**src/rtl/assign_chain_pkg.sv**
```systemverilog
// assign_chain_pkg
//   Shared definitions for the assignment-chain checker:
//     state_e        FSM states IDLE -> RUN -> DONE -> IDLE
//     MODE_NB        nonblocking (true pipeline) chain update
//     MODE_BLK       blocking, head-first chain update
//     expected_tail  model of the chain tail after RUN edge k
package assign_chain_pkg;

  typedef enum logic [1:0] {
    IDLE = 2'd0,
    RUN  = 2'd1,
    DONE = 2'd2
  } state_e;

  localparam int MODE_NB  = 0;
  localparam int MODE_BLK = 1;

  // Tail after injecting seed+k on edge k. A pipeline lags the head by
  // depth-1 stages; a blocking chain collapses to the head value.
  // Computed at 64 bits; callers truncate to their data width (WIDTH <= 64).
  function automatic logic [63:0] expected_tail(input logic [63:0] seed,
                                                input logic [63:0] k,
                                                input int          depth,
                                                input int          mode);
    logic [63:0] lag;
    lag = (mode == MODE_NB) ? 64'(depth - 1) : 64'd0;
    return seed + k - lag;
  endfunction

endpackage

```
**src/rtl/assign_chain_stages.sv**
```systemverilog
// assign_chain_stages
//   DEPTH x WIDTH register chain. Stage 0 takes i_inj; the remaining stages
//   follow either pipeline (MODE_NB) or head-first blocking (MODE_BLK) order.
//   i_fault flips bit 0 of the value written into stage DEPTH/2.
//   Ports: clk, rst_n (async low), i_en (update enable), i_fault,
//          i_inj [WIDTH] head value, o_tail [WIDTH] last stage.
module assign_chain_stages
  import assign_chain_pkg::*;
#(
  parameter int WIDTH = 8,
  parameter int DEPTH = 4,
  parameter int MODE  = MODE_NB
) (
  input  logic             clk,
  input  logic             rst_n,
  input  logic             i_en,
  input  logic             i_fault,
  input  logic [WIDTH-1:0] i_inj,
  output logic [WIDTH-1:0] o_tail
);

  localparam int FLIP = DEPTH / 2;

  logic [DEPTH-1:0][WIDTH-1:0] r_stg;
  logic [DEPTH-1:0][WIDTH-1:0] w_nxt;

  generate
    if (MODE == MODE_BLK) begin : g_blk
      // Blocking order: the flip lands first, then the head value is copied
      // down the whole chain, so the flip never survives the cycle.
      always_comb begin
        w_nxt          = r_stg;
        w_nxt[FLIP][0] = w_nxt[FLIP][0] ^ i_fault;
        w_nxt[0]       = i_inj;
        for (int i = 1; i < DEPTH; i++) w_nxt[i] = w_nxt[i-1];
      end
    end else begin : g_nb
      // Pipeline order: every stage takes its predecessor's old value.
      always_comb begin
        w_nxt[0] = i_inj;
        for (int i = 1; i < DEPTH; i++) w_nxt[i] = r_stg[i-1];
        w_nxt[FLIP][0] = w_nxt[FLIP][0] ^ i_fault;
      end
    end
  endgenerate

  always_ff @(posedge clk or negedge rst_n) begin
    if (!rst_n)    r_stg <= '0;
    else if (i_en) r_stg <= w_nxt;
  end

  assign o_tail = r_stg[DEPTH-1];

endmodule

```
**config.mk**
```make
export PLATFORM = sky130hd
export DESIGN_NAME = assign_chain_stages
export DESIGN_NICKNAME = d
export VERILOG_FILES = /design/src/rtl/assign_chain_pkg.sv /design/src/rtl/assign_chain_stages.sv
export SDC_FILE = /design/constraint.sdc
export NUM_CORES = 1
export LEC_CHECK = 0
export CAP_MARGIN = 20
export CELL_PAD_IN_SITES_DETAIL_PLACEMENT = 0
export CELL_PAD_IN_SITES_GLOBAL_PLACEMENT = 2
export CORE_ASPECT_RATIO = 1.4
export CORE_MARGIN = 3
export CORE_UTILIZATION = 42
export DETAILED_ROUTE_END_ITERATION = 12
export GPL_TIMING_DRIVEN = 1
export PLACE_DENSITY = 0.91
export SYNTH_ARGS = -nofsm -noshare
export SYNTH_HDL_FRONTEND = slang
export SYNTH_SLANG_ARGS = --single-unit
```
**constraint.sdc**
```tcl
create_clock -name clk -period 1.1 [get_ports clk]
set_input_delay 0.22 -clock clk [delete_from_list [all_inputs] [get_ports clk]]
set_output_delay 0.22 -clock clk [all_outputs]
set_load 0.005 [all_outputs]
```
Word-level counts from Yosys, hierarchy flattened
Cells that the tools add are included.
{"block": "classes", "add_sub_neg": 0, "mul": 0, "n_div": 0, "n_lt_le_gt_ge": 0, "eq_ne": 0, "n_shift": 0, "mux": 0, "n_bitwise": 1, "n_reduce_logical": 0}
{"op": "bitwise XOR 1 bit", "count": 1}
{"block": "word_totals", "ff_bits": 32, "latchBits": 0, "ramBits": 0, "romBits": 0, "input_bits": 12, "output_inout_bits": 8, "elab_cells": 5, "memories": 0}

Longest topological paths before layout
{"block": "logic_depth", "word_depth": 1, "ltp_mapped": 4}

Worst setup path before layout
OpenSTA, ideal clock, no wires.
{"block": "synth_path", "kind": "input -> register", "start": "in i_en", "end": "reg r_stg, in the netlist o_tail[0]", "setup_time_ns": 0.125, "arrival_ns": 0.767, "slack_ns": 0.208, "cell_stages": 3, "path_cell_list": "buf_6 > buf_12 > mux2_4"}
{"item": "from (decl)", "line": "assign_chain_stages.sv:16", "rtl": "input logic i_en,"}
{"item": "to (signal assigned)", "line": "assign_chain_stages.sv:49", "rtl": "else if (i_en) r_stg <= w_nxt;"}
{"item": "to (decl)", "line": "assign_chain_stages.sv:24", "rtl": "logic [DEPTH-1:0][WIDTH-1:0] r_stg;"}
No word-level cell between the ends.

Worst setup path after layout
{"block": "layout_path", "start": "reg r_stg, in the netlist o_tail[4]", "end": "out o_tail[4]"}
{"item": "to (decl)", "line": "assign_chain_stages.sv:19", "rtl": "output logic [WIDTH-1:0] o_tail"}
No word-level cell between the ends.

==> summary.md <==
| Metric | Value |
|---|---|
| Synthesized instance count | `78` |
| Leak pwr | `0.816 nW` |
| Number of H-tree levels | `2` |
| Layout area overhead | `20.7%` |
| Tightest hold margin | `0.306 ns` |
| CTS buffer count | `5` |
| Final period utilization | `96.2%` |
| Die Span Y | `74.4 µm` |
| Post-route ant nets | `0` |
| Setup Skew | `0.000949 ns` |
| Top cells by area, synth | `dfrtp_1 (57%), mux2_4 (30%), buf_12 (4.3%)` |
| Crit path cell chain | `clkdlybuf4s15_1` |
| Crit path time final | `1.06 ns` |
| Number of global-route vias before repair | `785` |
| Clock Tree Buf Depth | `2` |
| Synth area leader | `dfrtp_1` |
| Most common cell after layout, fill and taps aside | `dfrtp_1` |
| Initial drt markers | `24` |
| Port Buffers | `19` |
| Starting Density | `44.5%` |
| Unrepaired setup endpoints after global routing | `no` |
| N_diodes | `0` |
| Most frequent cells in the layout | `dfrtp_1 (32), mux2_4 (28), clkdlybuf4s50_1 (10)` |
| Ports | `20` |
| Synth Net Count | `90` |
| Pwr/cell area | `1770 nW/µm²` |
| Num rows | `24` |
| Initial antenna violation count | `0` |
| Crit. End Element | `output port` |
| Max Slew Vio Count | `0` |
| Critical Path Fanout Max | `2` |
| Max VDD drop | `1190 µV` |
| Wire per inst | `14.0 µm` |
| Synthesized area | `1400 µm²` |
| Hold WC Path Type | `in -> async` |
| Mean Syn Cell Area | `18.0 µm²` |
| Root buf cell | `clkbuf_8` |
| Slew headroom | `85.8%` |
| Pin count of the biggest net entering global routing | `33` |
| Final wirelength | `2.01 mm` |
| Sink Count | `32` |
| Final weighted congestion in routability-driven placement | `0.574` |
| Worst-path clk slew | `0.06 ns` |
| Count of different cell masters after synthesis | `9` |
| CTS tree | `built` |
| Required time worst endpoint | `0.88 ns` |
| Remaining global-route overflow | `0` |
| FMAX | `945 MHz` |
| # setup viols final | `0` |
| R2r setup slk | `0.11 ns` |
| Global-route usage over all layers | `12.7%` |
| DRT Pass-1 Iters | `2` |
| Die width | `54.9 µm` |
| Vias | `673` |
| Critical-path cell with the highest stage delay | `dfrtp_1` |
| Share of cells above drive strength 1 | `53.3%` |
| Core area | `3150 µm²` |
| MaxCap Viol Count | `0` |
| #FFs+latches synth | `32` |
| Setup TNS | `0 ns` |
| Die Footprint | `4080 µm²` |
| DRC violations left | `0` |
| Crit path largest cell delay | `0.37 ns` |
| Fillers | `282` |
| Synth Warn # | `0` |
| Area share of the leading cell type in the synthesized netlist | `57.0%` |
| Hpwl dp | `1.38 mm` |
| Slew @ Worst Pin | `0.213 ns` |
| Worst Path Arrival | `0.84 ns` |
| Global-route wire length before repair | `3.63 mm` |
| Outcome | `completed` |
| Via density | `4.67` |
| Post-layout net count | `116` |
| Register area share after synthesis | `57.0%` |
| CP bufs+invs | `1` |
| Critical path launch point type | `flip-flop` |
| Crit path max-delay family | `flip-flops` |
| Final-report hold violation count | `0` |
| CP Class | `reg -> out` |
| Later-pin clock latency in the skew report | `0.27 ns` |
-- per-stage QoR --
step | std cells | cell area, µm² | worst slack, ns | power [W] | utilization [%]
final | 144 | 1690 | 0.0416 | 0.00301 | 53.7
after global routing | 144 | 1690 | 0.000883 | 0.00317 | 53.7
after CTS | 142 | 1710 | 0.00493 | 0.00306 | 54.2
after detailed placement | 129 | 1580 | 0.0366 | 0.00212 | 50.2
after global placement | 129 | 1580 | 0.0411 | 0.00209 | 50.2
after floorplan | 78 | 1400 | 0.208 | 0.00195 | -
-- worst paths after layout --
kind	endpoint	from	cells past startpoint
max	o_tail[4]	o_tail[4]$_DFFE_PN0P_	1
min	o_tail[7]$_DFFE_PN0P_	rst_n	2
max reg2reg	o_tail[0]$_DFFE_PN0P_	o_tail[0]$_DFFE_PN0P_	3
min reg2reg	o_tail[7]$_DFFE_PN0P_	r_stg[23]$_DFFE_PN0P_	1
max in group asynchronous	r_stg[21]$_DFFE_PN0P_	rst_n	2
min in group clk	r_stg[23]$_DFFE_PN0P_	i_en	2
-- power breakdown --
part / switching (W) / leakage, nW / internal, W
registers: 0.000116 / 0.375 / 0.00138
logic: 0.000168 / 0.396 / 0.000453
clock network: 0.000378 / 0.0455 / 0.000509
-- repair_timing --
action / in CTS / in global routing
hold buffers: 0 / 0
buffers inserted: 5 / 2
resized for setup: 16 / 6
pin swaps: 0 / 0
gates cloned: 0 / 0
endpoints found under the setup margin: 8 / 7
-- cell usage after synthesis --
cell type / n
dfrtp_1: 32
mux2_4: 28
buf_4: 8
nor2_1: 1
mux2_2: 3
xnor2_1: 1
a21oi_1: 1
buf_6: 1
buf_12: 3
-- final cells by class --
class / instances / area [µm²] / share of cell area, %
multi-input cells: 34 / 472 / 27.8
well taps: 39 / 48.8 / 2.88
flip-flops and latches: 32 / 801 / 47.3
clock buffers: 8 / 90.1 / 5.32
repair buffers: 31 / 283 / 16.7
-- metal layers --
layer | global-route usage [%] | vias to the layer above | share of wire, %
met5 | 0 | - | 0
met4 | 6.65 | 0 | 2.4
met3 | 3.61 | 6 | 3.8
met2 | 19.1 | 14 | 53
met1 | 16.2 | 348 | 41
li1 | - | 305 | -
-- sequential cells by signal (all words and copies together), names as in the netlist --
| register | count |
|---|---|
| r_stg | 24 |
| o_tail | 8 |
-- logic make-up after synthesis --
kind of cell,synth area share [%]
flops,57.0
mux,32.4
buf+inv,9.36
compound gates,0.356
xor+xnor,0.624
simple gates,0.267
No activity file was read; power rests on OpenSTA's default activity.
